--- src/rtl/gbc_lcd_capture_sync.sv ---
// Captures the Game Boy Color LCD pixel stream (async DCLK/CLS/SPS) into VRAM write strobes.
// Latency: SYNC_STAGES+1 cycles from an LCD pin edge to event detection, +1 registered cycle to write/pulse.
// Backpressure: none; the LCD cannot be stalled, so excess pixels set o_overflow and are dropped.
// Ports: i_clk/i_rst (sync, active-high); i_gbcDCLK/CLS/SPS/PixelData async LCD inputs; i_enable
//        capture enable; o_vram* registered write port; o_frameDone/o_frameErr 1-cycle pulses;
//        o_frameBank bank being written; o_overflow sticky until reset.
module gbc_lcd_capture_sync #(
  parameter int H_PIXELS    = 160,
  parameter int V_PIXELS    = 144,
  parameter int PIX_IN_W    = 3,
  parameter int ADDR_W      = 16,
  parameter int SYNC_STAGES = 2,
  parameter int DOUBLE_BUF  = 1,
  parameter int COLOR_MODE  = 0
) (
  input  logic                i_clk,
  input  logic                i_rst,
  input  logic                i_gbcDCLK,
  input  logic                i_gbcCLS,
  input  logic                i_gbcSPS,
  input  logic [PIX_IN_W-1:0] i_gbcPixelData,
  input  logic                i_enable,
  output logic [ADDR_W-1:0]   o_vramWriteAddr,
  output logic [7:0]          o_vramDataOut,
  output logic                o_vramWriteEn,
  output logic                o_frameDone,
  output logic                o_frameBank,
  output logic                o_frameErr,
  output logic                o_overflow
);

  localparam int FRAME_PIX = H_PIXELS * V_PIXELS;
  localparam int HW = $clog2(H_PIXELS + 1);
  localparam int VW = $clog2(V_PIXELS + 1);
  localparam logic [HW-1:0] H_MAX = HW'(H_PIXELS);
  localparam logic [VW-1:0] V_MAX = VW'(V_PIXELS);

  typedef enum logic [1:0] {IDLE, ACTIVE, DROP} state_t;

  // Synchronisers plus one extra register for falling-edge detection
  logic [SYNC_STAGES-1:0] dclk_sync, cls_sync, sps_sync;
  logic [PIX_IN_W-1:0]    pix_sync [SYNC_STAGES];
  logic                   dclk_d, cls_d, sps_d;

  always_ff @(posedge i_clk) begin
    if (i_rst) begin
      dclk_sync <= '0;
      cls_sync  <= '0;
      sps_sync  <= '0;
      for (int k = 0; k < SYNC_STAGES; k++) pix_sync[k] <= '0;
      dclk_d    <= 1'b0;
      cls_d     <= 1'b0;
      sps_d     <= 1'b0;
    end else begin
      dclk_sync   <= {dclk_sync[SYNC_STAGES-2:0], i_gbcDCLK};
      cls_sync    <= {cls_sync[SYNC_STAGES-2:0], i_gbcCLS};
      sps_sync    <= {sps_sync[SYNC_STAGES-2:0], i_gbcSPS};
      pix_sync[0] <= i_gbcPixelData;
      for (int k = 1; k < SYNC_STAGES; k++) pix_sync[k] <= pix_sync[k-1];
      dclk_d      <= dclk_sync[SYNC_STAGES-1];
      cls_d       <= cls_sync[SYNC_STAGES-1];
      sps_d       <= sps_sync[SYNC_STAGES-1];
    end
  end

  logic dclk_fall, cls_fall, frame_ev, line_ev, pix_ev;
  assign dclk_fall = dclk_d & ~dclk_sync[SYNC_STAGES-1];
  assign cls_fall  = cls_d  & ~cls_sync[SYNC_STAGES-1];
  assign frame_ev  = sps_d  & ~sps_sync[SYNC_STAGES-1];
  // Lower-priority events coinciding with a higher one are discarded
  assign line_ev   = cls_fall  & ~frame_ev;
  assign pix_ev    = dclk_fall & ~frame_ev & ~cls_fall;

  // Pixel data taken from the same stage as DCLK so it is stable at the detected edge
  logic [PIX_IN_W-1:0] pix_cur;
  logic [7:0]          color;
  assign pix_cur = pix_sync[SYNC_STAGES-1];

  generate
    if (COLOR_MODE == 1) begin : g_grey
      assign color = {4{pix_cur[1], pix_cur[0]}};
    end else if (PIX_IN_W >= 3) begin : g_rgb
      assign color = {{3{pix_cur[0]}}, {3{pix_cur[1]}}, {2{pix_cur[2]}}};
    end else begin : g_rgb_narrow
      assign color = {{3{pix_cur[0]}}, {3{pix_cur[1]}}, 2'b00};
    end
  endgenerate

  state_t          state, state_nxt;
  logic [HW-1:0]   h, h_nxt;
  logic [VW-1:0]   v, v_nxt;
  logic            bank_nxt, ovf_nxt, we_nxt, done_nxt, err_nxt;
  logic [ADDR_W-1:0] addr_cur;

  assign addr_cur = (o_frameBank ? ADDR_W'(FRAME_PIX) : '0)
                  + ADDR_W'(v) * ADDR_W'(H_PIXELS) + ADDR_W'(h);

  always_ff @(posedge i_clk) begin
    if (i_rst) state <= IDLE;
    else       state <= state_nxt;
  end

  always_comb begin
    state_nxt = state;
    h_nxt     = h;
    v_nxt     = v;
    bank_nxt  = o_frameBank;
    ovf_nxt   = o_overflow;
    we_nxt    = 1'b0;
    done_nxt  = 1'b0;
    err_nxt   = 1'b0;
    if (!i_enable) begin
      state_nxt = IDLE;
    end else begin
      case (state)
        IDLE: begin
          if (frame_ev) begin
            state_nxt = ACTIVE;
            h_nxt     = '0;
            v_nxt     = '0;
          end
        end
        ACTIVE: begin
          if (frame_ev) begin
            h_nxt = '0;
            v_nxt = '0;
            if (v == V_MAX) begin
              done_nxt = 1'b1;
              if (DOUBLE_BUF != 0) bank_nxt = ~o_frameBank;
            end else begin
              err_nxt = 1'b1;
            end
          end else if (line_ev) begin
            // CLS with no pixels since the last line is treated as a glitch
            if (h != '0) begin
              h_nxt = '0;
              if (v != V_MAX) v_nxt = v + 1'b1;
            end
          end else if (pix_ev) begin
            if (h < H_MAX && v < V_MAX) begin
              we_nxt = 1'b1;
              h_nxt  = h + 1'b1;
            end else begin
              ovf_nxt   = 1'b1;
              state_nxt = DROP;
            end
          end
        end
        DROP: begin
          // Pixels were lost, so the frame closing here is always reported as bad
          if (frame_ev) begin
            err_nxt   = 1'b1;
            h_nxt     = '0;
            v_nxt     = '0;
            state_nxt = ACTIVE;
          end
        end
        default: state_nxt = IDLE;
      endcase
    end
  end

  always_ff @(posedge i_clk) begin
    if (i_rst) begin
      h               <= '0;
      v               <= '0;
      o_vramWriteAddr <= '0;
      o_vramDataOut   <= '0;
      o_vramWriteEn   <= 1'b0;
      o_frameDone     <= 1'b0;
      o_frameErr      <= 1'b0;
      o_frameBank     <= 1'b0;
      o_overflow      <= 1'b0;
    end else begin
      h             <= h_nxt;
      v             <= v_nxt;
      o_vramWriteEn <= we_nxt;
      o_frameDone   <= done_nxt;
      o_frameErr    <= err_nxt;
      o_frameBank   <= bank_nxt;
      o_overflow    <= ovf_nxt;
      if (we_nxt) begin
        o_vramWriteAddr <= addr_cur;
        o_vramDataOut   <= color;
      end
    end
  end

endmodule
--- config.mk ---
export PLATFORM = sky130hd
export DESIGN_NAME = gbc_lcd_capture_sync
export DESIGN_NICKNAME = d
export VERILOG_FILES = /design/src/rtl/gbc_lcd_capture_sync.sv
export SDC_FILE = /design/constraint.sdc
export NUM_CORES = 1
export LEC_CHECK = 0
export CAP_MARGIN = 20
export CORE_MARGIN = 3
export CORE_UTILIZATION = 40
export CTS_CLUSTER_DIAMETER = 80
export DETAILED_ROUTE_END_ITERATION = 10
export PLACE_DENSITY = 0.6
export SYNTH_ARGS = -nofsm -noshare
export SYNTH_HDL_FRONTEND = slang
export SYNTH_SLANG_ARGS = --single-unit
--- constraint.sdc ---
create_clock -name i_clk -period 6.7 [get_ports i_clk]
set_clock_uncertainty 0.1 [all_clocks]
set_input_delay 1.34 -clock i_clk [delete_from_list [all_inputs] [get_ports i_clk]]
set_output_delay 1.34 -clock i_clk [all_outputs]
set_load 0.05 [all_outputs]
**Yosys cells after proc, flatten, opt, wreduce, memory -nomap -nowiden**

Memory sizes are Yosys's and may differ from the RTL's.
Index checks and enable logic that the tools add are counted.

- Register bits after elaboration: 54
- Memory bits (writable): 6
- Bits of input ports: 9
- Output and inout bits: 29
- Memories: 1

Memory list:

| memory | words | bits a word | read ports | clocked after memory_dff | write ports | line | source |
|---|---|---|---|---|---|---|---|
| pix_sync | 2 | 3 | 2 | 0 | 2 | 42 | `logic [PIX_IN_W-1:0] pix_sync [SYNC_STAGES];` |

- Add/subtract/negate cells: 4
- $mul: 1
- $lt $le $gt $ge: 2
- Eq/ne operators: 15
- Muxes and demuxes: 35
- Bitwise logic cells: 18
- Reduce and logical (&&, ||, !) cells: 12

Operators with widths:

| kind | number |
|---|---|
| 8-bit two-way mux | 10 |
| 8-bit case mux with 2 select lines | 2 |
| 6-bit AND reduction | 3 |
| 15-bit by 16-bit adder with 16-bit output | 1 |
| 16-bit by 8-bit adder with 16-bit output | 1 |
| 8-bit by 1-bit adder with 8-bit output, second input constant | 2 |
| 8-bit less-than comparator, second input constant | 2 |
| 15-bit two-way mux | 1 |
| 1-bit two-way mux | 13 |
| 4-bit inequality test, second input constant | 3 |
| 8-bit by 3-bit multiplier with 11-bit output, second input constant | 1 |
| 2-bit two-way mux | 5 |
| 1-bit inverter | 10 |
| 3-bit inequality test, second input constant | 3 |
| 8-bit equality test, second input constant | 1 |
| 2-bit inequality test, second input constant | 4 |
| 8-bit inequality test, second input constant | 1 |
| 8-bit nonzero test | 1 |
| 1-bit AND | 6 |
| 3-bit two-way mux | 2 |
| 5-bit AND reduction | 1 |
| 2-bit case mux with 2 select lines | 1 |
| 4-bit AND reduction | 1 |
| 2-bit OR reduction | 2 |
| 9 further kinds | 10 |

**Depth between registers and ports, before layout**

- Word-level depth: 10
- Mapped depth: 14
- Gate-level depth less buffers: 14

**Worst setup path after synthesis**

OpenSTA, ideal clock, no wires.

- Path kind: register -> register
- From: register v[3]
- To: register o_vramWriteAddr[13]
- Library setup time: 0.132 ns
- Data arrival time: 2.587 ns
- Slack: 3.880 ns
- Cell stages (with the launch flop): 15
- Buffers on the path: 0
- Clock period less this slack: 2.820 ns
- Path through: dfxtp_1 -> ha_1 -> ha_1 -> inv_1 -> fa_1 -> nor2b_1 -> o21ai_0 -> a21oi_1 -> nor2_1 -> ha_1 -> a21oi_1 -> o21ai_0 -> xor2_1 -> nand2_1 -> a21oi_1

- Cells in the longest elaborated chain, start to end: 8

RTL lines:

| what | line | source |
|---|---|---|
| start: declaration | 91 | `logic [VW-1:0] v, v_nxt;` |
| start signal: assignment | 176 | `v <= v_nxt;` |
| branches (longest 8 deep; another with 15-bit by 16-bit adder with 16-bit output) | - |  |
| end signal: assignment | 183 | `o_vramWriteAddr <= addr_cur;` |
| end: declaration | 23 | `output logic [ADDR_W-1:0] o_vramWriteAddr,` |

Several ways; the timed one is not identified.
A chain may end at the register's enable or synchronous reset.

**Worst setup path after layout**

Ends and elaborated chain as after synthesis.

==> impl_results.md <==
- Die Area: 8710 um2
- Total track usage: 16.0%
- Initial drt markers: 124
- Slew Viols, Final: 0
- Drt first pass iters: 4
- Crit Path Max Fanout: 7
- Via Count: 2510
- Final min period: 3.12 ns
- Worst vdd ir: 0.133 mV
- Most used DFF post-synth: dfxtp_1
- Slew headroom: 39.0%
- Die Y: 93.3 um
- Num ports: 38
- Reg power frac: 51.4%
- P&R area growth vs syn: 19.8%
- Row count: 31
- Antenna cell count: 0
- WS Path Type: flip-flop to flip-flop
- Top achievable clock speed: 321 MHz
- Fin. Hold Viols: 0
- Worst EP required: 6.86 ns
- Total Routed Length: 6.40 mm
- Final worst-path cycle share: 46.6%
- Net switching power: 0.143 mW
- Nets@finish: 427
- WL/cell: 13.0 um
- Switch share: 21.3%
- Max-Cap Viols: 0
- CTS tree: done
- Mapped Avg Cell Area: 8.59 um2
- Post-synth cell types: 48
- Pin count of the biggest net entering global routing: 49
- Hold buffer count at cts: 0
- Clock power share: 45.5%
- Synth warn: 0
- Vias/cell: 5.11
- Most frequent cells in the layout: 57 x dfxtp_1, 38 x nand2_1, 36 x clkdlybuf4s50_1, 28 x a21oi_1, 28 x nor2_1
- EDFF count, synth: 0
- WP data arrival: 3.28 ns
- Pwr/cell area: 183 nW/um2
- Unrepaired setup endpoints after global routing: false
- Detailed-placement wirelength estimate: 4.60 mm
- Int Pwr: 0.527 mW
- Comb pwr share: 3.1%
- # H-tree levels: 3
- Commonest non-fill, non-tap cell in the layout: dfxtp_1
- Filler instances: 710
- Post-route ant nets: 0
- Clk sinks: 57
- Chip Width: 93.3 um
- First-pass GRT wire length: 11.0 mm
- Crit. End Element: flip-flop
- Worst Max-Slew Pin Slew: 0.912 ns
- Root Buffer: clkbuf_8
- Final Wtd Congestion: 0.769
- I/O Buffers: 37
- Syn nets: 393
- Synth Instances: 355
- Class of the worst hold path: flip-flop to flip-flop
- # Post-CTS Setup Buffers: 0
- Initial Utilization: 41.6%
- Clock slew at reported path FFs: 0.06 ns
- Yosys reg bits: 57
- Setup violators final: 0
- Outcome: completed
- Resize count post-CTS: 0
- Share of layout cells above drive strength 1: 6.89%
- Post-Syn Area: 3050 um2
- Register area share after synthesis: 37.4%
- Congestion Overflow GR: 0
- Layout Utilization: 49.8%
- CP startpoint kind: flip-flop
- DRC viols: 0
- Max Root-Sink Buffers: 2
- Async SR Flop Fraction: 0%
- Vias in the first global route: 2348
- CTS buffer count: 9
- Placeable core area: 7330 um2
- Leak: 1.38 nW
- Setup TNS: 0 ns
- Antenna violations before repair: 0
- Worst-Skew Late Latency: 0.33 ns
## power groups by stage
stage	clock, mW	sequential, mW	combinational [mW]
global route	0.331	0.345	0.0235
floorplan	0	0.352	0.0129
CTS	0.315	0.345	0.0211
detailed placement	0	0.352	0.0210
global placement	0	0.352	0.0208
finish	0.305	0.345	0.0210
## per-layer routing
| layer | vias up | share of wire [%] | GRT usage, % |
|---|---|---|---|
| met3 | 8 | 4.4 | 4.83 |
| met4 | 0 | 1.4 | 5.13 |
| met1 | 1159 | 49 | 21.4 |
| met2 | 46 | 45 | 24.5 |
| met5 | - | 0 | 0 |
| li1 | 1297 | - | - |
## cells by family after synthesis
group / after synthesis / share of synthesized area, %
AND/OR/NAND/NOR: 143 / 24.9
AO/OA/AOI/OAI: 75 / 15.5
flip-flops: 57 / 37.4
buffers and inverters: 34 / 4.96
adder cells (fa/ha/maj): 29 / 12.4
XOR/XNOR: 17 / 4.88
## worst paths after layout
path | startpoint | to | slack, ns | cells after the start
worst max-delay path | v[3]$_SDFFE_PP0P_ | o_vramWriteAddr[13]$_SDFFE_PP0P_ | 3.58 | 14
worst min register to register | pix_sync[0][5]$_SDFF_PP0_ | o_vramDataOut[1]$_SDFFE_PP0P_ | 0.33 | 2
worst min-delay path | pix_sync[0][5]$_SDFF_PP0_ | o_vramDataOut[1]$_SDFFE_PP0P_ | 0.33 | 2
worst max register to register | v[3]$_SDFFE_PP0P_ | o_vramWriteAddr[13]$_SDFFE_PP0P_ | 3.58 | 14
## critical path, cell delays in order, from the launching register on
cell     delay [ns]
dfxtp_1        0.39
ha_1           0.31
ha_1           0.18
inv_1          0.06
fa_1           0.40
nor2b_1        0.11
o21ai_0        0.10
a21oi_1        0.20
nor2_1         0.07
ha_1           0.31
a21oi_1        0.22
o21ai_0        0.17
xor2_1         0.20
nand2_1        0.08
a21oi_1        0.14
## Yosys cell counts, drive strengths merged, types with 9 or more instances
library cell,number,share of area [%]
a21oi,29,4.9
nor3,9,1.6
o21ai,19,3.1
ha,27,11
xnor2,14,4.0
dfxtp,57,37
nand3,9,1.5
nor2b,22,4.5
inv,18,2.2
nand2,38,4.7
nor2,28,3.4
buf,10,2.0
## layout make-up
| type | count | area (um2) | share of cell area, % |
|---|---|---|---|
| clock buffer | 10 | 138 | 3.77 |
| tap | 99 | 124 | 3.39 |
| multi-input combinational | 264 | 1760 | 48.1 |
| inverter | 18 | 67.6 | 1.85 |
| timing repair buffer | 39 | 380 | 10.4 |
| clock inverter | 4 | 45.0 | 1.23 |
| sequential | 57 | 1140 | 31.2 |
## flip-flops by register name (all words and copies together) (netlist names), 3 cells and up
signal / flops
o_vramDataOut: 3
v: 8
pix_sync: 6
o_vramWriteAddr: 16
h: 8
## metrics by stage
| step | power, mW | setup WS, ns | std cells | instance area (um2) | hold WS [ns] |
|---|---|---|---|---|---|
| finish | 0.670 | 3.58 | 491 | 3650 | 0.334 |
| global route | 0.699 | 3.26 | 491 | 3650 | 0.359 |
| CTS | 0.681 | 3.56 | 491 | 3650 | 0.337 |
| detailed placement | 0.373 | 3.21 | 477 | 3470 | 0.326 |
| global placement | 0.373 | 3.27 | 477 | 3470 | 0.316 |
| floorplan | 0.365 | 3.88 | 355 | 3050 | 0.314 |
Note: power is estimated with default switching activity, not from simulation.
